==> src/rtl/cpu_program_loader.sv <==
// Program load / run sequencer for the single-cycle CPU: streams instruction words into
// instruction memory, releases the CPU for a fixed cycle budget, then parks it in reset.
module cpu_program_loader #(
  parameter int unsigned IMEM_WORDS = 32,
  parameter int unsigned RUN_W      = 16,
  parameter int unsigned CNT_W      = 16
) (
  input  logic             clk,
  input  logic             rst,
  input  logic             start,
  input  logic [RUN_W-1:0] run_cycles,
  input  logic             word_valid,
  output logic             word_ready,
  input  logic [31:0]      word_data,
  input  logic             word_last,
  input  logic             halt,
  output logic             cpu_rst,
  output logic             cpu_initialize,
  output logic [31:0]      cpu_init_data,
  output logic [31:0]      cpu_init_address,
  output logic             busy,
  output logic             done,
  output logic             overflow,
  output logic [CNT_W-1:0] words_loaded
);

  typedef enum logic [2:0] {StIdle, StLoad, StSettle, StRun, StDone} state_e;

  state_e           state_q, state_d;
  logic [RUN_W-1:0] budget_q, budget_d;
  logic [RUN_W-1:0] cnt_q, cnt_d;
  logic             cpu_rst_q, cpu_rst_d;
  logic             cpu_init_q, cpu_init_d;
  logic [31:0]      data_q, data_d;
  logic [31:0]      addr_q, addr_d;
  logic             done_q, done_d;
  logic             ovf_q, ovf_d;
  logic [CNT_W-1:0] wl_q, wl_d;
  logic             accept;

  assign word_ready       = (state_q == StLoad);
  assign busy             = (state_q == StLoad) || (state_q == StSettle) || (state_q == StRun);
  assign accept           = word_valid && word_ready;
  assign cpu_rst          = cpu_rst_q;
  assign cpu_initialize   = cpu_init_q;
  assign cpu_init_data    = data_q;
  assign cpu_init_address = addr_q;
  assign done             = done_q;
  assign overflow         = ovf_q;
  assign words_loaded     = wl_q;

  always_comb begin
    state_d  = state_q;
    budget_d = budget_q;
    cnt_d    = cnt_q;
    data_d   = data_q;
    addr_d   = addr_q;
    ovf_d    = ovf_q;
    wl_d     = wl_q;
    unique case (state_q)
      StIdle, StDone: begin
        if (start) begin
          budget_d = run_cycles;
          wl_d     = '0;
          ovf_d    = 1'b0;
          state_d  = StLoad;
        end
      end
      StLoad: begin
        if (accept) begin
          data_d = word_data;
          addr_d = 32'(wl_q) << 2;
          wl_d   = wl_q + CNT_W'(1);
          if (word_last) begin
            state_d = StSettle;
          end else if (wl_q == CNT_W'(IMEM_WORDS - 1)) begin
            // Memory full without a terminator: never let the CPU run a truncated program.
            ovf_d   = 1'b1;
            state_d = StDone;
          end
        end
      end
      StSettle: begin
        cnt_d   = '0;
        state_d = (budget_q == '0) ? StDone : StRun;
      end
      StRun: begin
        cnt_d = cnt_q + RUN_W'(1);
        if (halt || (cnt_q == budget_q - RUN_W'(1))) begin
          state_d = StDone;
        end
      end
      default: state_d = StIdle;
    endcase
    // Registered from the next state so cpu_rst is low exactly for the cycles spent in RUN.
    cpu_rst_d  = (state_d != StRun);
    cpu_init_d = (state_d != StRun);
    done_d     = (state_d == StDone);
  end

  always_ff @(posedge clk) begin
    if (rst) begin
      state_q    <= StIdle;
      budget_q   <= '0;
      cnt_q      <= '0;
      cpu_rst_q  <= 1'b1;
      cpu_init_q <= 1'b1;
      data_q     <= '0;
      addr_q     <= '0;
      done_q     <= 1'b0;
      ovf_q      <= 1'b0;
      wl_q       <= '0;
    end else begin
      state_q    <= state_d;
      budget_q   <= budget_d;
      cnt_q      <= cnt_d;
      cpu_rst_q  <= cpu_rst_d;
      cpu_init_q <= cpu_init_d;
      data_q     <= data_d;
      addr_q     <= addr_d;
      done_q     <= done_d;
      ovf_q      <= ovf_d;
      wl_q       <= wl_d;
    end
  end

endmodule

==> config.mk <==
export PLATFORM = sky130hd
export DESIGN_NAME = cpu_program_loader
export DESIGN_NICKNAME = d
export VERILOG_FILES = /design/src/rtl/cpu_program_loader.sv
export SDC_FILE = /design/constraint.sdc
export NUM_CORES = 1
export LEC_CHECK = 0
export ABC_CLOCK_PERIOD_IN_PS = 7220
export BUFFER_PORTS_ARGS = -buffer_cell sky130_fd_sc_hd__buf_2
export CAP_MARGIN = 20
export CORE_MARGIN = 1.5
export CORE_UTILIZATION = 50
export CTS_CLUSTER_DIAMETER = 80
export DETAILED_ROUTE_END_ITERATION = 8
export PLACE_DENSITY = 0.78
export SLEW_MARGIN = 20
export SYNTH_ARGS = -nofsm -noshare
export SYNTH_HDL_FRONTEND = slang
export SYNTH_SLANG_ARGS = --single-unit
==> constraint.sdc <==
create_clock -name clk -period 7.22 [get_ports clk]
set_clock_uncertainty 0.2 [all_clocks]
set_input_delay 0.722 -clock clk [delete_from_list [all_inputs] [get_ports clk]]
set_output_delay 0.722 -clock clk [all_outputs]
set_load 0.01 [all_outputs]
==> summary.md, run 1 <==
| Metric | Value |
|---|---|
| Total Power | between 1 and 1.5 mW |
| Sequential-to-total area share from yosys stat | between 40 and 50% |
| Die Wd | 99.28 um |
| GR Util met1 | 29.22% |
| Hold depth | 2 |
| Worst-margin pin slew | 0.8364 ns |
| Cts bufs inserted | 9 |
| Crit Path Max Fanout | 41 |
| Post-synth EDFFs | 0 |
| Mapped Cells | 600 |
| DR vias | 4315 |
| Area Overhead vs Synth | 17.04% |
| DRC viols | 0 |
| Chip Height | 99.28 um |
| Nets | 760 |
| Detailed placement HPWL | 8.125 mm |
| First-pass GRT wire length | 18.86 mm |
| Resize count post-CTS | 0 |
| Antenna violations before repair | 0 |
| Reg clk slew, reported paths | 0.11 ns |
| Relative slew slack | around 44% |
| Setup WS post-layout | 4.279 ns |
| Syn Std Cell Area | between 4000 and 5000 sq um |
| RSZ-0062 raised after global routing | false |
| Initial Util | 52.38% |
| Skew-Pair Late Insertion Delay | 0.38 ns |
| Pwr Density | around 200 nW/um^2 |
| Initial DRC count | 221 |
| Synth cell types | 48 |
| R2R setup slack | 4.28 ns |
| Vias per inst | 5.288 |
| Primary FF master, synth | dfxtp_1 |
| Slowest stage delay, CP | 0.67 ns |
| Fin cells | 816 |
| Post-synth top area cell | dfxtp_1 |
| Final WL | between 10 and 15 mm |
| Top delay family on crit path | simple AND/OR/NAND/NOR gates |
| Setup crit start kind | flip-flop |
| Buffers and inverters on the worst path | 1 |
| Filler cells | 821 |
| Synth Register Bits | between 100 and 150 |
| Total GRT Usage | 23.45% |
| DP Worst Slack | 4.290 ns |
| Min-Delay Endpoint | cpu_init_address[11] |
| DRT Pass-1 Iters | 4 |
| # hold bufs at CTS | 0 |
| Met2 Use GR | a little under two fifths |
| Fmax achieved | 0.3400 GHz |
| Largest net degree at the start of global routing | 54 |
| CP Data Arrival Time | roughly 3 ns |
| Area contributors post-synth | dfxtp_1 (44%), nand2_1 (12%), a21oi_1 (8.9%), xnor2_1 (3.6%), nor2_1 (3.4%) |
| Inst Count DP | 800 |
| Avg Inst Size Synth | 7.724 sq um |
| Minimum clock period | 2.941 ns |
| CTS tree | built |
| Most Crowded Layer GR | met2 |
| DR WL/cell | 13.93 um |
| Clock Root Buffer | clkbuf_8 |
| RR Startpoint | state_q[0] |
| Leak | 2.252 nW |
| GPL Wtd Cong | 0.9136 |
| Critical path, cell by cell | nor3b_1 > nand2_1 > buf_4 > nand2_1 > nand4_1 > or3_1 > a21oi_1 |
| Met3 track demand over resource | 8.503% |
| Final worst-path cycle share | 40.74% |
| CTS HTree Levels | 3 |
| CP Class | flip-flop to flip-flop |
| Total grt overflow | 0 |
| Num ports | 140 |
| Fraction of layout cells with a size suffix above 1 | 22.03% |
| Slowest cell on crit path | dfxtp_1 |
| Post-synth top area share | 44.06% |
| Clock Path Buffers | 2 |
| Reg2Reg Depth | 7 |
| Port-buffer cells | 123 |
| Final count of hold timing violations | 0 |
| Detail Route Antenna Nets | 0 |
| Count of pins over their slew limit | 0 |
| Die ar. | around 10000 sq um |
| Hold_sp | cpu_init_address[11] |
| CP Data Required Time | 7.32 ns |
| Number of global-route vias before repair | 4090 |
| Core area | 8848 sq um |
| R2r endpoint | words_loaded[14] |
| Status | finished clean |
| Worst vdd ir | 0.0001622 V |
| Hold Path Class | flip-flop to flip-flop |
| CP endpoint kind | flip-flop |
| Num Clock Sinks | 102 |
| Setup_tns | 0 ns |
| Post-synth ARST share | 0% |
| Synth warnings | 0 |
| Ant. Diodes | 0 |
| Rows | 34 |
| Setup Viol. Count Final | 0 |
| MaxCap Viol Count | 0 |
| Post-CTS Setup Bufs | 0 |
| Most frequent CP cell | nand2_1 |
where the power goes:
group	internal, mW	total (mW)	switching [mW]
registers	0.579	0.599	0.0195
logic	0.0622	0.158	0.0955
clock network	0.134	0.348	0.214
worst register-to-register path, stage by stage, from the launching register on:
cell     delay, ns
dfxtp_1       0.67
nor3b_1       0.38
nand2_1       0.32
buf_4         0.37
nand2_1       0.17
nand4_1       0.22
or3_1         0.40
a21oi_1       0.15
placed cells by master (no fill, tap or decap), types with 13 or more instances in the layout:
cell / synthesis / layout
xor2_1: 14 / 14
conb_1: 1 / 16
buf_2: 3 / 123
a21oi_1: 82 / 82
dfxtp_1: 102 / 102
nor3_1: 13 / 13
nor2_1: 42 / 42
xnor2_1: 19 / 19
o21ai_0: 15 / 15
nand3_1: 14 / 14
nand2_1: 154 / 154
metrics by stage:
step | instance area [sq um] | hold slack, ns | utilization, %
after detailed placement | 5233 | 0.2430 | 59.13
after floorplan | 4691 | 0.2585 | -
after CTS | 5424 | 0.2585 | 61.30
final | 5424 | 0.2563 | 61.30
after global routing | 5424 | 0.2750 | 61.30
after global placement | 5233 | 0.2395 | 59.13
kinds of logic after synthesis:
| family | share of synthesized area [%] |
|---|---|
| XOR/XNOR | 6.237 |
| adder cells (fa/ha/maj) | 0.8100 |
| buffers and inverters | 6.236 |
| AO/OA/AOI/OAI | 14.34 |
| AND/OR/NAND/NOR | 28.00 |
| flip-flops | 44.06 |
| other | 0.08092 |
| multiplexers | 0.2430 |
worst max path at each step:
stage                      startpoint          endpoint  cells after the start
after floorplan                 start  words_loaded[15]                      7
after global placement    budget_q[3]              done                      7
after detailed placement   state_q[0]  words_loaded[14]                      7
after CTS                  state_q[0]  words_loaded[14]                      7
after global routing       state_q[0]  words_loaded[14]                      7
final                      state_q[0]  words_loaded[14]                      7
synth_stat cells (2+ instances only):
master / number
a211oi_1: 2
a21o_1: 2
a21oi_1: 82
a22oi_1: 4
a31oi_1: 3
and3_1: 7
and3b_1: 2
buf_2: 3
buf_4: 17
clkbuf_1: 30
dfxtp_1: 102
ha_1: 3
inv_1: 6
nand2_1: 154
nand2b_1: 4
nand3_1: 14
nand4_1: 7
nor2_1: 42
nor2b_1: 6
nor3_1: 13
nor3b_1: 5
nor4_1: 7
nor4b_1: 3
o2111ai_1: 2
o21ai_0: 15
o31ai_1: 3
or3_1: 9
or4_4: 2
xnor2_1: 19
xor2_1: 14
sequential cells by signal, indices dropped and copies added, names as in the netlist:
| name | cells |
|---|---|
| words_loaded | 16 |
| overflow | 1 |
| cpu_init_address | 16 |
| cpu_initialize | 1 |
| cpu_init_data | 32 |
| done | 1 |
| cnt_q | 16 |
| state_q | 3 |
| budget_q | 16 |
cell type report:
type	instances	area, sq um	share of cell area [%]
well taps	108	135.1	2.491
inverters	6	22.52	0.4152
multi-input cells	456	2380	43.88
repair buffers	128	653.1	12.04
clock inverters	7	67.56	1.246
flip-flops and latches	102	2042	37.65
clock buffers	9	123.9	2.284
routing by layer:
layer	share of wire [%]	up-vias
met4	2.2	0
met1	43	1971
met2	47	135
met3	7.5	21
li1	-	2188
met5	0	-
Power figures use the tool's default switching activity.
==> run 2, diff against run 1 <==
- ABC_AREA: default -> 1
- ABC_CLOCK_PERIOD_IN_PS: 7220 -> 2500
- CORE_UTILIZATION: 50 -> 47
- PLACE_DENSITY: 0.78 -> 0.77
- clock period: 7.22 -> 2.5 ns (I/O delays scaled with it)
==> summary.md, run 2 <==
| Metric | Value |
|---|---|
| Total GRT Usage | 24.04% (+0.59 points) |
| Setup_tns | 0 ns (unchanged) |
| Relative slew slack | 62.81% (+19 points) |
| Vias per inst | 4.992 (-5.6%) |
| Resize count post-CTS | 0 (unchanged) |
| Skew-Pair Late Insertion Delay | 0.37 ns (about the same) |
| Area Overhead vs Synth | 29.54% |
| Initial Util | 48.27% (-4.1 points) |
| Avg Inst Size Synth | 7.182 sq um (-7.0%) |
| Largest net degree at the start of global routing | 60 (+11%) |
| Final worst-path cycle share | 89.35% (+49 points) |
| Syn Std Cell Area | 4718 sq um (+1.8%) |
| Die Wd | 103.2 um (+3.9%) |
| Met2 Use GR | 42.36% (+4.8 points) |
| Crit Path Max Fanout | 59 (+44%) |
| Max reg flops | 32 (unchanged) |
| Fraction of layout cells with a size suffix above 1 | 20.73% (-1.3 points) |
| Min Hold Slack | 0.01414 ns (-0.2421 ns) |
| CP Data Arrival Time | 2.32 ns (-0.72 ns) |
| First-pass GRT wire length | 20.05 mm (+6.3%) |
| DRT Pass-1 Iters | 5 (+1) |
| Post-synth top area share | 43.28% (-0.78 points) |
| Synth top cells by count | nand2_1 (166), dfxtp_1 (102), a21oi_1 (80) |
| GR Util met1 | 27.47% (-1.7 points) |
| Most common cell after layout, fill and taps aside | nand2_1 |
| DR WL/cell | 13.06 um (-6.3%) |
| Fmax achieved | 0.4477 GHz (+32%) |
| Post-synth EDFFs | 0 (unchanged) |
| Synth cell types | 39 (-19%) |
| CP endpoint kind | flip-flop |
| Cts bufs inserted | 9 (unchanged) |
| Detailed placement HPWL | 8.489 mm (+4.5%) |
| Nets | 877 (+15%) |
| MaxCap Viol Count | 0 (unchanged) |
| Synth Register Bits | 102 (unchanged) |
| CTS tree | built |
| GPL Wtd Cong | 0.8822 (-3.4%) |
| Post-synth ARST share | 0% (unchanged) |
| Initial DRC count | 203 (-8.1%) |
| Number of global-route vias before repair | 4473 (+9.4%) |
| Sequential-to-total area share from yosys stat | 43.28% (-0.78 points) |
| Num Clock Sinks | 102 (unchanged) |
| DRC viols | 0 (unchanged) |
| Detail Route Antenna Nets | 0 (unchanged) |
| Antenna violations before repair | 0 (unchanged) |
| Worst vdd ir | 0.0004190 V (+160%) |
| Mapped Cells | 657 (+9.5%) |
| Most Crowded Layer GR | met2 |
| Clock Path Buffers | 2 (unchanged) |
| Rows | 36 (+5.9%) |
| Final WL | 12.51 mm (+10%) |
| Post-synth top area cell | dfxtp_1 |
| Area contributors post-synth | dfxtp_1 (43%), nand2_1 (13%), a21oi_1 (8.5%), nor2_1 (4.9%), inv_1 (4.4%) |
| Pwr Density | 600.4 nW/um^2 (+190%) |
| Minimum clock period | 2.234 ns (-0.7078 ns) |
| DR vias | 4782 (+11%) |
| Chip Height | 103.2 um (+3.9%) |
| Reg clk slew, reported paths | 0.09 ns (-0.02 ns) |
| Core area | 9774 sq um (+10%) |
| Synth warnings | 0 (unchanged) |
| Primary FF master, synth | dfxtp_1 |
| Count of pins over their slew limit | 0 (unchanged) |
| Port-buffer cells | 123 (unchanged) |
| Num ports | 140 (unchanged) |
| Die ar. | 10650 sq um (+8.1%) |
| Met3 track demand over resource | 6.989% (-1.5 points) |
| Setup crit start kind | flip-flop |
| CTS HTree Levels | 3 (unchanged) |
| CP Data Required Time | 2.59 ns (-4.73 ns) |
| Most frequent cell after synthesis | nand2_1 |
| Leak | 2.657 nW (+18%) |
| CP Class | flip-flop to flip-flop |
| Ant. Diodes | 0 (unchanged) |
| Clock Root Buffer | clkbuf_8 |
| RSZ-0062 raised after global routing | false |
| Worst-margin pin slew | 0.5579 ns (-0.2785 ns) |
| Final count of hold timing violations | 0 (unchanged) |
| Setup Viol. Count Final | 0 (unchanged) |
| Status | finished clean |
| Hold Path Class | primary input to flip-flop |
| Commonest cells after routing, fill and taps aside | nand2_1 (166), buf_2 (123), dfxtp_1 (102), a21oi_1 (80), nor2_1 (62) |
| Total grt overflow | 0 (unchanged) |
## run 2: cell count changes after synthesis, moves of 12 or more
cell	before	now
o21ai_0	15	34
nor2_1	42	62
nand2_1	154	166
inv_1	6	55
nand3_1	14	30
## run 2: layer usage
layer / part of all wire [%] / up-vias
li1: - / 2418
met2: 51 / 145
met1: 41 / 2194
met4: 2.3 / 0
met5: 0 / -
met3: 5.7 / 25
## run 2: timing repair
action	in CTS	in global routing
setup buffers	0	0
endpoints found under the setup margin	0	0
hold buffers	46	0
endpoints found under the hold margin	46	0
## run 2: final cells by class
class                           instances  area, sq um
Clock buffer                           13        158.9
Inverter                               62        235.2
Clock inverter                          3        90.09
Sequential cell                       102         2042
Tap cell                              133        166.4
Timing Repair Buffer                  178         1144
Fill cell                             845         3662
Multi-Input combinational cell        467         2276
## run 2: metrics by stage
| step | worst slack (ns) | power [mW] | area (sq um) | util, % | cells |
|---|---|---|---|---|---|
| floorplan | 0.6088 | 2.201 | 4775 | - | 672 |
| global placement | 0.4796 | 2.349 | 5403 | 55.27 | 896 |
| detailed placement | 0.3522 | 2.365 | 5403 | 55.27 | 896 |
| CTS | 0.3329 | 3.681 | 6112 | 62.53 | 958 |
| global route | 0.1209 | 3.855 | 6112 | 62.53 | 958 |
| finish | 0.2664 | 3.670 | 6112 | 62.53 | 958 |
## run 2: where the power goes
| group | leakage, nW | internal (mW) | switching [mW] |
|---|---|---|---|
| logic | 1.70 | 0.260 | 0.385 |
| clock network | 0.124 | 0.721 | 0.551 |
| registers | 0.829 | 1.70 | 0.0566 |
## run 2: logic make-up after synthesis
logic type,synth area share [%]
flops,43.28
buf+inv,9.679
other cells,0.07948
compound gates,15.46
xor+xnor,3.341
simple gates,27.37
fa+ha+maj,0.7956
## run 2: worst paths after layout
| check | from | slack (ns) | endpoint | depth (start not counted) |
|---|---|---|---|---|
| setup / recovery | state_q[2] | 0.27 | cpu_init_data[14] | 7 |
| hold reg to reg | cpu_init_data[23] | 0.27 | cpu_init_data[23] | 2 |
| hold / removal | run_cycles[0] | 0.01 | budget_q[0] | 3 |
| setup reg to reg | state_q[2] | 0.27 | cpu_init_data[14] | 7 |
## run 2: critical path: stages, from the launching register on
cell	delay, ns
dfxtp_1	0.37
nor3_4	0.29
nand2_4	0.08
buf_4	0.27
clkinv_1	0.11
buf_4	0.47
nand2_1	0.16
a21oi_1	0.19
==> run 3, diff against run 2 <==
- PLACE_DENSITY: 0.77 -> default
- PLACE_DENSITY_LB_ADDON: default -> 0.1
==> summary.md, run 3 (same netlist as run 2, synthesis figures left out) <==
| Metric | Value |
|---|---|
| Status | finished clean |
| Crit Path Max Fanout | 6 (-90%) |
| Largest net degree at the start of global routing | 54 (-10%) |
| Resize count post-CTS | 0 (unchanged) |
| Skew-Pair Late Insertion Delay | 0.39 ns (+0.02 ns) |
| Detailed placement HPWL | 8.459 mm (-0.36%) |
| Vias per inst | 4.985 (-0.12%) |
| CTS HTree Levels | 3 (unchanged) |
| Filler cells | 915 (+8.3%) |
| CP Data Required Time | 2.59 ns (about the same) |
| Leak | 2.658 nW (about the same) |
| Count of pins over their slew limit | 0 (unchanged) |
| CTS tree | built |
| Core area | 9774 sq um (unchanged) |
| DR WL/cell | 12.92 um (-1.1%) |
| Setup_tns | 0 ns (unchanged) |
| CP Class | flip-flop to flip-flop |
| Num ports | 140 (unchanged) |
| Area Overhead vs Synth | 29.83% |
| Clock Path Buffers | 2 (unchanged) |
| Area of the multi-input gates | 2276 sq um (unchanged) |
| First-pass GRT wire length | 19.83 mm (-1.1%) |
| Commonest cells after routing, fill and taps aside | nand2_1 (166), buf_2 (123), dfxtp_1 (102), a21oi_1 (80), nor2_1 (62) |
| Setup Viol. Count Final | 0 (unchanged) |
| Reg clk slew, reported paths | 0.11 ns (+0.02 ns) |
| Finished Cell Area | 6126 sq um (+0.23%) |
| Final WL | 12.43 mm (-0.64%) |
| Initial Util | 48.27% (unchanged) |
| Placed cell areas | 5423 sq um (+0.37%) |
| RR Startpoint | budget_q[0] |
| Flip-flop and latch area | 2042 sq um (unchanged) |
| Pwr Density | 574.9 nW/um^2 (-4.3%) |
| Crit path from | budget_q[0] |
| Max reg flops | 32 (unchanged) |
| RSZ-0062 raised after global routing | false |
| # hold bufs at CTS | 49 (+6.5%) |
| Ant. Diodes | 0 (unchanged) |
| Antenna violations before repair | 0 (unchanged) |
| DRC viols | 0 (unchanged) |
| Number of global-route vias before repair | 4477 (+0.089%) |
| Final count of hold timing violations | 0 (unchanged) |
| Die ar. | 10650 sq um (unchanged) |
| Minimum clock period | 2.134 ns (-0.09917 ns) |
| Total grt overflow | 0 (unchanged) |
| GPL Wtd Cong | 0.8874 (+0.59%) |
| Final worst-path cycle share | 85.38% (-4.0 points) |
| MaxCap Viol Count | 0 (unchanged) |
| Final Core Density | 62.67% (+0.14 points) |
| CP Data Arrival Time | 2.23 ns (-0.09 ns) |
| CP endpoint kind | flip-flop |
| DR vias | 4796 (+0.29%) |
| Num Clock Sinks | 102 (unchanged) |
| Port-buffer cells | 123 (unchanged) |
| Fmax achieved | 0.4685 GHz (+4.6%) |
| Nets | 881 (+0.46%) |
| Initial DRC count | 195 (-3.9%) |
| Worst-margin pin slew | 0.5679 ns (+0.01002 ns) |
| Most common cell after layout, fill and taps aside | nand2_1 |
| Cts bufs inserted | 9 (unchanged) |
| Relative slew slack | 62.14% (-0.67 points) |
| M1 WL | 5.267 mm (+2.9%) |
| Met3 wire len | 878 um (+22%) |
| Worst vdd ir | 0.0005937 V (+42%) |
| R2R setup slack | 0.37 ns (+0.10 ns) |
| Chip Height | 103.2 um (unchanged) |
| Min Hold Slack | 0.03803 ns (+0.02389 ns) |
| Reg2Reg Depth | 15 (+8) |
| Clock Root Buffer | clkbuf_8 |
| Hold_sp | word_valid |
| Detail Route Antenna Nets | 0 (unchanged) |
| Total Power | 3.522 mW (-4.0%) |
| Die Wd | 103.2 um (unchanged) |
| Post-CTS Setup Bufs | 0 (unchanged) |
| Setup crit start kind | flip-flop |
| WL met2 | 6.068 mm (-5.0%) |
| Top routing layer used | met4 |
| Hold depth | 4 (+1) |
| DRT Pass-1 Iters | 5 (unchanged) |
| Total GRT Usage | 23.93% (-0.11 points) |
| Fraction of layout cells with a size suffix above 1 | 20.99% (+0.26 points) |
| Rows | 36 (unchanged) |
| Hold Path Class | primary input to flip-flop |
[run 3: stage by stage]
stage / std cells / setup slack (ns)
global placement: 897 / 0.4486
floorplan: 672 / 0.6088
detailed placement: 897 / 0.3797
global route: 962 / 0.05211
finish: 962 / 0.3655
CTS: 962 / 0.3728
[run 3: final timing paths]
kind	endpoint
hold / removal	words_loaded[0]
hold reg to reg	cpu_init_data[21]
setup / recovery	state_q[0]
setup reg to reg	state_q[0]
[run 3: metal layers]
| metal | vias to the layer above | GRT usage (%) |
|---|---|---|
| met1 | 2189 | 27.28 |
| met4 | 0 | 7.588 |
| met2 | 152 | 41.85 |
| met3 | 22 | 8.669 |
| li1 | 2433 | - |
| met5 | - | 0 |
[run 3: power by group]
| part | leakage (nW) | internal [mW] | switching (mW) |
|---|---|---|---|
| Sequential | 0.829 | 1.70 | 0.0555 |
| Clock | 0.105 | 0.487 | 0.634 |
| Combinational | 1.72 | 0.269 | 0.379 |
[run 3: area by class of cell]
type                    count  share of cell area (%)
multi-input cells         467                   37.15
flip-flops and latches    102                   33.33
repair buffers            182                   19.49
inverters                  62                   3.840
well taps                 133                   2.717
clock buffers               9                   2.022
clock inverters             7                   1.450
[run 3: critical path, stage by stage (launching register included)]
cell and delay (ns):
dfxtp_1 0.35, inv_2 0.07, ha_1 0.18, nand2_1 0.12, nor2_2 0.24, nand2_1 0.10, nand2_1 0.08, nand2_1 0.05
nand2_1 0.05, nand3_1 0.06, nor2_1 0.10, nand3_1 0.12, nand3_1 0.14, nand3_1 0.08, nand2_1 0.06, inv_1 0.04
